**src/rtl/tiny_soc_timer_irq.sv**
```systemverilog
// Memory-mapped 64-bit cycle counter, reloadable countdown timer and masked IRQ source for picorv32.
// Optional TOHOST stop/exit-code register is built when TINY_SOC_TOHOST_EN is defined.
module tiny_soc_timer_irq #(
  parameter logic [31:0] BaseAddr     = 32'h2000_0000,
  parameter int unsigned TimerIrqLine = 7
) (
  input  logic        clk_i,
  input  logic        rst_ni,
  input  logic        req_i,
  input  logic        we_i,
  input  logic [31:0] addr_i,
  input  logic [31:0] wdata_i,
  input  logic [3:0]  strb_i,
  output logic        gnt_o,
  output logic [31:0] rdata_o,
  output logic [31:0] irq_o,
  input  logic [31:0] eoi_i,
  output logic        stop_o,
  output logic [30:0] exit_code_o
);

  // state   | meaning
  // ST_IDLE | timer halted, TIMER holds its value
  // ST_RUN  | TIMER decrements each cycle, expiry at zero
  typedef enum logic {ST_IDLE, ST_RUN} state_t;

  localparam logic [31:0] TimerBit = 32'd1 << TimerIrqLine;

  state_t      r_state, w_state_d;
  logic [63:0] r_mtime;
  logic [31:0] r_mtime_hi_sh;
  logic [31:0] r_timer, r_reload, r_pend, r_mask, r_eoi_q, r_rdata;
  logic [1:0]  r_ctrl;

  logic        w_hit, w_wr, w_rd, w_expire;
  logic [3:0]  w_off;
  logic [31:0] w_bmask, w_wmasked, w_timer_d, w_pend_d, w_set, w_w1c, w_eoi_rise, w_rdata;
  logic [1:0]  w_ctrl_d;
  logic        w_wr_timer, w_wr_reload, w_wr_ctrl, w_wr_pend, w_wr_mask, w_wr_force;
  logic        w_unused_addr;

  function automatic logic [31:0] f_merge(input logic [31:0] old, input logic [31:0] wd,
                                          input logic [3:0] strb);
    logic [31:0] res;
    res = old;
    for (int b = 0; b < 4; b++) begin
      if (strb[b]) res[b*8 +: 8] = wd[b*8 +: 8];
    end
    return res;
  endfunction

  assign w_hit         = req_i && (addr_i[31:6] == BaseAddr[31:6]);
  assign w_off         = addr_i[5:2];
  assign w_wr          = w_hit && we_i;
  assign w_rd          = w_hit && !we_i;
  assign w_unused_addr = ^addr_i[1:0];

  assign w_bmask   = {{8{strb_i[3]}}, {8{strb_i[2]}}, {8{strb_i[1]}}, {8{strb_i[0]}}};
  assign w_wmasked = wdata_i & w_bmask;

  assign w_wr_timer  = w_wr && (w_off == 4'd2);
  assign w_wr_reload = w_wr && (w_off == 4'd3);
  assign w_wr_ctrl   = w_wr && (w_off == 4'd4);
  assign w_wr_pend   = w_wr && (w_off == 4'd5);
  assign w_wr_mask   = w_wr && (w_off == 4'd6);
  assign w_wr_force  = w_wr && (w_off == 4'd7);

  assign gnt_o   = 1'b1;
  assign rdata_o = r_rdata;
  assign irq_o   = r_pend & r_mask;

  // Software writes to TIMER/CTRL take precedence over the hardware update in the same cycle.
  always_comb begin
    w_timer_d = r_timer;
    w_ctrl_d  = r_ctrl;
    w_expire  = 1'b0;
    if (r_state == ST_RUN) begin
      if (r_timer == 32'd0) begin
        w_expire = 1'b1;
        if (r_ctrl[1]) w_timer_d = r_reload;
        else           w_ctrl_d[0] = 1'b0;
      end else begin
        w_timer_d = r_timer - 32'd1;
      end
    end
    if (w_wr_timer) w_timer_d = f_merge(r_timer, wdata_i, strb_i);
    if (w_wr_ctrl && strb_i[0]) w_ctrl_d = wdata_i[1:0];
  end

  always_comb begin
    w_state_d = r_state;
    case (r_state)
      ST_IDLE: if (w_ctrl_d[0])  w_state_d = ST_RUN;
      ST_RUN:  if (!w_ctrl_d[0]) w_state_d = ST_IDLE;
      default: w_state_d = ST_IDLE;
    endcase
  end

  always_ff @(posedge clk_i) begin
    if (!rst_ni) r_state <= ST_IDLE;
    else         r_state <= w_state_d;
  end

  // Set beats W1C, W1C beats end-of-interrupt clear.
  assign w_set      = (w_wr_force ? w_wmasked : 32'd0) | (w_expire ? TimerBit : 32'd0);
  assign w_w1c      = w_wr_pend ? w_wmasked : 32'd0;
  assign w_eoi_rise = eoi_i & ~r_eoi_q;
  assign w_pend_d   = (r_pend & ~w_w1c & ~w_eoi_rise) | w_set;

  always_comb begin
    w_rdata = 32'd0;
    if (w_rd) begin
      case (w_off)
        4'd0:    w_rdata = r_mtime[31:0];
        4'd1:    w_rdata = r_mtime_hi_sh;
        4'd2:    w_rdata = r_timer;
        4'd3:    w_rdata = r_reload;
        4'd4:    w_rdata = {30'd0, r_ctrl};
        4'd5:    w_rdata = r_pend;
        4'd6:    w_rdata = r_mask;
        default: w_rdata = 32'd0;
      endcase
    end
  end

  always_ff @(posedge clk_i) begin
    if (!rst_ni) begin
      r_mtime       <= '0;
      r_mtime_hi_sh <= '0;
      r_timer       <= '0;
      r_reload      <= '0;
      r_ctrl        <= '0;
      r_pend        <= '0;
      r_mask        <= '0;
      r_eoi_q       <= '0;
      r_rdata       <= '0;
    end else begin
      r_mtime <= r_mtime + 64'd1;
      r_timer <= w_timer_d;
      r_ctrl  <= w_ctrl_d;
      r_pend  <= w_pend_d;
      r_eoi_q <= eoi_i;
      r_rdata <= w_rdata;
      if (w_wr_reload) r_reload <= f_merge(r_reload, wdata_i, strb_i);
      if (w_wr_mask)   r_mask   <= f_merge(r_mask, wdata_i, strb_i);
      // Latching HI on a LO read keeps a LO-then-HI pair coherent across a carry.
      if (w_rd && (w_off == 4'd0)) r_mtime_hi_sh <= r_mtime[63:32];
    end
  end

`ifdef TINY_SOC_TOHOST_EN
  logic        r_stop;
  logic [30:0] r_exit_code;
  logic        w_wr_tohost;
  logic [31:0] w_tohost_m;
  logic        w_unused_tohost;

  assign w_wr_tohost     = w_wr && (w_off == 4'd8);
  assign w_tohost_m      = f_merge({r_exit_code, 1'b0}, wdata_i, strb_i);
  assign w_unused_tohost = w_tohost_m[0];

  always_ff @(posedge clk_i) begin
    if (!rst_ni) begin
      r_stop      <= 1'b0;
      r_exit_code <= '0;
    end else if (w_wr_tohost && strb_i[0] && wdata_i[0] && !r_stop) begin
      r_stop      <= 1'b1;
      r_exit_code <= w_tohost_m[31:1];
    end
  end

  assign stop_o      = r_stop;
  assign exit_code_o = r_exit_code;
`else
  assign stop_o      = 1'b0;
  assign exit_code_o = '0;
`endif

endmodule

```
**config.mk**
```make
export PLATFORM = sky130hd
export DESIGN_NAME = tiny_soc_timer_irq
export DESIGN_NICKNAME = d
export VERILOG_FILES = /design/src/rtl/tiny_soc_timer_irq.sv
export SDC_FILE = /design/constraint.sdc
export NUM_CORES = 1
export LEC_CHECK = 0
export ABC_AREA = 1
export ABC_CLOCK_PERIOD_IN_PS = 4700
export CORE_MARGIN = 5
export CORE_UTILIZATION = 65
export CTS_CLUSTER_DIAMETER = 50
export DETAILED_ROUTE_END_ITERATION = 7
export DONT_BUFFER_PORTS = 1
export PLACE_DENSITY = 0.8
export SLEW_MARGIN = 20
export SYNTH_ARGS = -nofsm -noshare
export SYNTH_HDL_FRONTEND = slang
export SYNTH_SLANG_ARGS = --single-unit
```
**constraint.sdc**
```tcl
create_clock -name clk_i -period 4.7 [get_ports clk_i]
set_input_delay 0.47 -clock clk_i [delete_from_list [all_inputs] [get_ports clk_i]]
set_output_delay 0.47 -clock clk_i [all_outputs]
set_load 0.02 [all_outputs]
```
==> results.yml <==
outcome:
  status: "complete, no violations"
logic_synthesis:
  synth_area_per_cell_sq_um: 6.30
  synthFlopType: "dfxtp_1"
  synth.largest_area_cell: "dfxtp_1"
  ys_types: 45
  synth-seq-cells: 290
  yosysWarningCount: 0
  syn-cell-area_sq_um: 15800
  synthArstFlopShare: 0
  synth_top_cell_area_share: 0.368
  yosysMostFrequentCell: "nand2_1"
  ys_seq_area_frac: 0.368
  synth_top_cells_by_count: "nand2_1 (687), inv_1 (394), nor2_1 (309), dfxtp_1 (290), a21oi_1 (223)"
  synth_edf_count: 0
  netlist_instances: 2508
  synth_area_leaders: "dfxtp_1 (37%), nand2_1 (16%), inv_1 (9.4%), nor2_1 (7.3%), a21oi_1 (7.1%)"
grt:
  grt_max_degree: 107
  grt_use_total: 0.376
  grt_pass1_wl_mm: 84.3
  grt_antenna_before_repair: 0
  grt_pass1_vias: 16100
  overflow: 0
worst_setup_path:
  startpoint_type: "input port"
  setup.worst_path.class: "in -> reg"
  cp_common_cell: "nand2_1"
  crit_slowest_cell: "nand2_2"
  worstSetupEndpointType: "flip-flop"
  arrival_ns: 3.20
  crit_chain: "nor2_1 > and2_1 > nand3_1 > nor2_2 > buf_4 > nand3_2 > nand2_2 > nand2_1 > inv_1 > nand2_1 > nand2_1 > nor2_1"
  cp_slowest_stage_delay_ns: 0.61
  worstPathRequired_ns: 5.10
  crit_fanout: 21
layout:
  fin_nets: 2577
  instances_no_fill: 2820
  syn2layout_area_growth_pct: 7.45
  drive_above_1_share: 0.0613
  stdcell_area_sq_um: 17000
  finish.utilization: 0.704
  antenna_cells: 0
timing:
  setup_viol: 0
  drv_slew: 0
  period_share: 0.594
  rsz0062_at_grt: "no"
  timing.final.hold_violations: 0
  worst_slew_pin_slew_ns: 1.07
  finalWorstSetupSlack_ns: 1.91
  hold_slack_ns: 0.0490
  tns_ns: 0
  post-route-min-period_ns: 2.79
  fmax_mhz: 358
  slew_headroom: 0.286
  final.setup_skew_ns: 0.0190
worst_hold_path:
  hp-class: "in -> reg"
detailed_routing:
  antenna_left: 0
  drt_iter0_drc: 1993
  viasPerCell: 5.88
  drc_errors: 0
  vias: 16600
  wl_per_cell_microns: 19.2
  dr.pass1.iters: 6
  wl_mm: 54.2
job:
  cap_violations: 0
pwr:
  power_frac_comb: 0.026
  p_int_mw: 4.20
  pwr-share-seq: 0.453
  power.net_switching_mw: 1.28
  total_power_mw: 5.48
  power_density_nw_per_um2: 323
  ir_worst_vdd_mv: 0.293
  swShare: 0.234
  pwr-share-clk: 0.521
  p_leak_nw: 7.44
place:
  gp_congestion: 0.983
  dp.cells: 2755
  place_ws_ns: 1.62
  place_area_sq_um: 15700
  dp_hpwl_mm: 40.0
  port_buffers: 0
floorplanning:
  num_rows: 57
  die_x_microns: 166
  start_util: 0.655
  die_area_sq_um: 27500
  ios: 201
  core_sq_um: 24100
  die_h_microns: 166
cts:
  cts_made_buffers: 37
  insertion_delay_ns: 0.51
  ctsHtreeMaxLevel: 2
  cts_tree: "done"
  cts_buffer_depth: 3
  ctsHoldBuffers: 0
  clk_pin_slew_ns: 0.06
  cts_num_sinks: 290
  cts-root-buf: "clkbuf_16"
  cts_setup_buffers: 0
  cts_resized: 0
registers in the layout, indices dropped and copies added, names as in the netlist:
signal,flops
r_mask,32
r_state,1
r_reload,32
rdata_o,32
r_eoi_q,32
r_ctrl,1
r_pend,32
r_timer,32
r_mtime_hi_sh,32
r_mtime,64
cell usage in the layout, fill, tap and decap left out, drive strengths merged, types with 14 or more instances in the layout:
| master | Yosys | routed |
|---|---|---|
| a211oi | 34 | 34 |
| a21oi | 223 | 223 |
| clkbuf | 48 | 45 |
| conb | 2 | 33 |
| dfxtp | 290 | 290 |
| inv | 403 | 411 |
| nand2 | 703 | 703 |
| nand3 | 111 | 111 |
| nand4 | 48 | 48 |
| nor2 | 338 | 338 |
| nor3 | 41 | 41 |
| o21ai | 88 | 88 |
| o22ai | 47 | 47 |
| or2 | 21 | 21 |
| xor2 | 14 | 14 |
logic make-up after synthesis:
logic type               count (synthesis)  share of synthesized area
AO/OA/AOI/OAI                          406                      0.141
flip-flops                             290                      0.368
buffers and inverters                  524                      0.138
XOR/XNOR                                15                    0.00832
adder cells (fa/ha/maj)                  3                    0.00238
other                                    2                   0.000476
AND/OR/NAND/NOR                       1268                      0.343
worst paths after layout:
path	cells past startpoint	end	start	slack, ns
setup / recovery	12	r_timer[8]	addr_i[23]	1.91
setup reg to reg	14	r_timer[8]	r_timer[0]	1.96
hold / removal	2	r_eoi_q[6]	eoi_i[6]	0.05
hold reg to reg	2	r_mask[19]	r_mask[19]	0.46
power by group through the flow:
stage / Clock, mW / Sequential (mW) / Combinational [mW]
global route: 2.97 / 2.48 / 0.156
floorplan: 0 / 2.53 / 0.147
CTS: 2.85 / 2.48 / 0.136
detailed placement: 0 / 2.54 / 0.133
global placement: 0 / 2.53 / 0.127
finish: 2.86 / 2.48 / 0.140
routing by layer:
layer | vias to the layer above | share of wire | track usage
met5 | - | 0 | 0
met4 | 0 | 0.057 | 0.192
met3 | 216 | 0.11 | 0.0781
met2 | 1090 | 0.47 | 0.640
met1 | 7536 | 0.36 | 0.450
li1 | 7742 | - | -
worst max-delay path, delay by kind of cell:
family	cells	cell delay, ns
simple gates	10	2.21
buf+inv	2	0.49
layout make-up:
class                           count  area (sq um)
Timing Repair Buffer               11          82.6
Fill cell                        2005          7140
Tap cell                          324           405
Sequential cell                   290          5810
Inverter                          405          1520
Clock inverter                     20           238
Multi-Input combinational cell   1725          7930
Clock buffer                       45           986
Power figures use the tool's default switching activity.
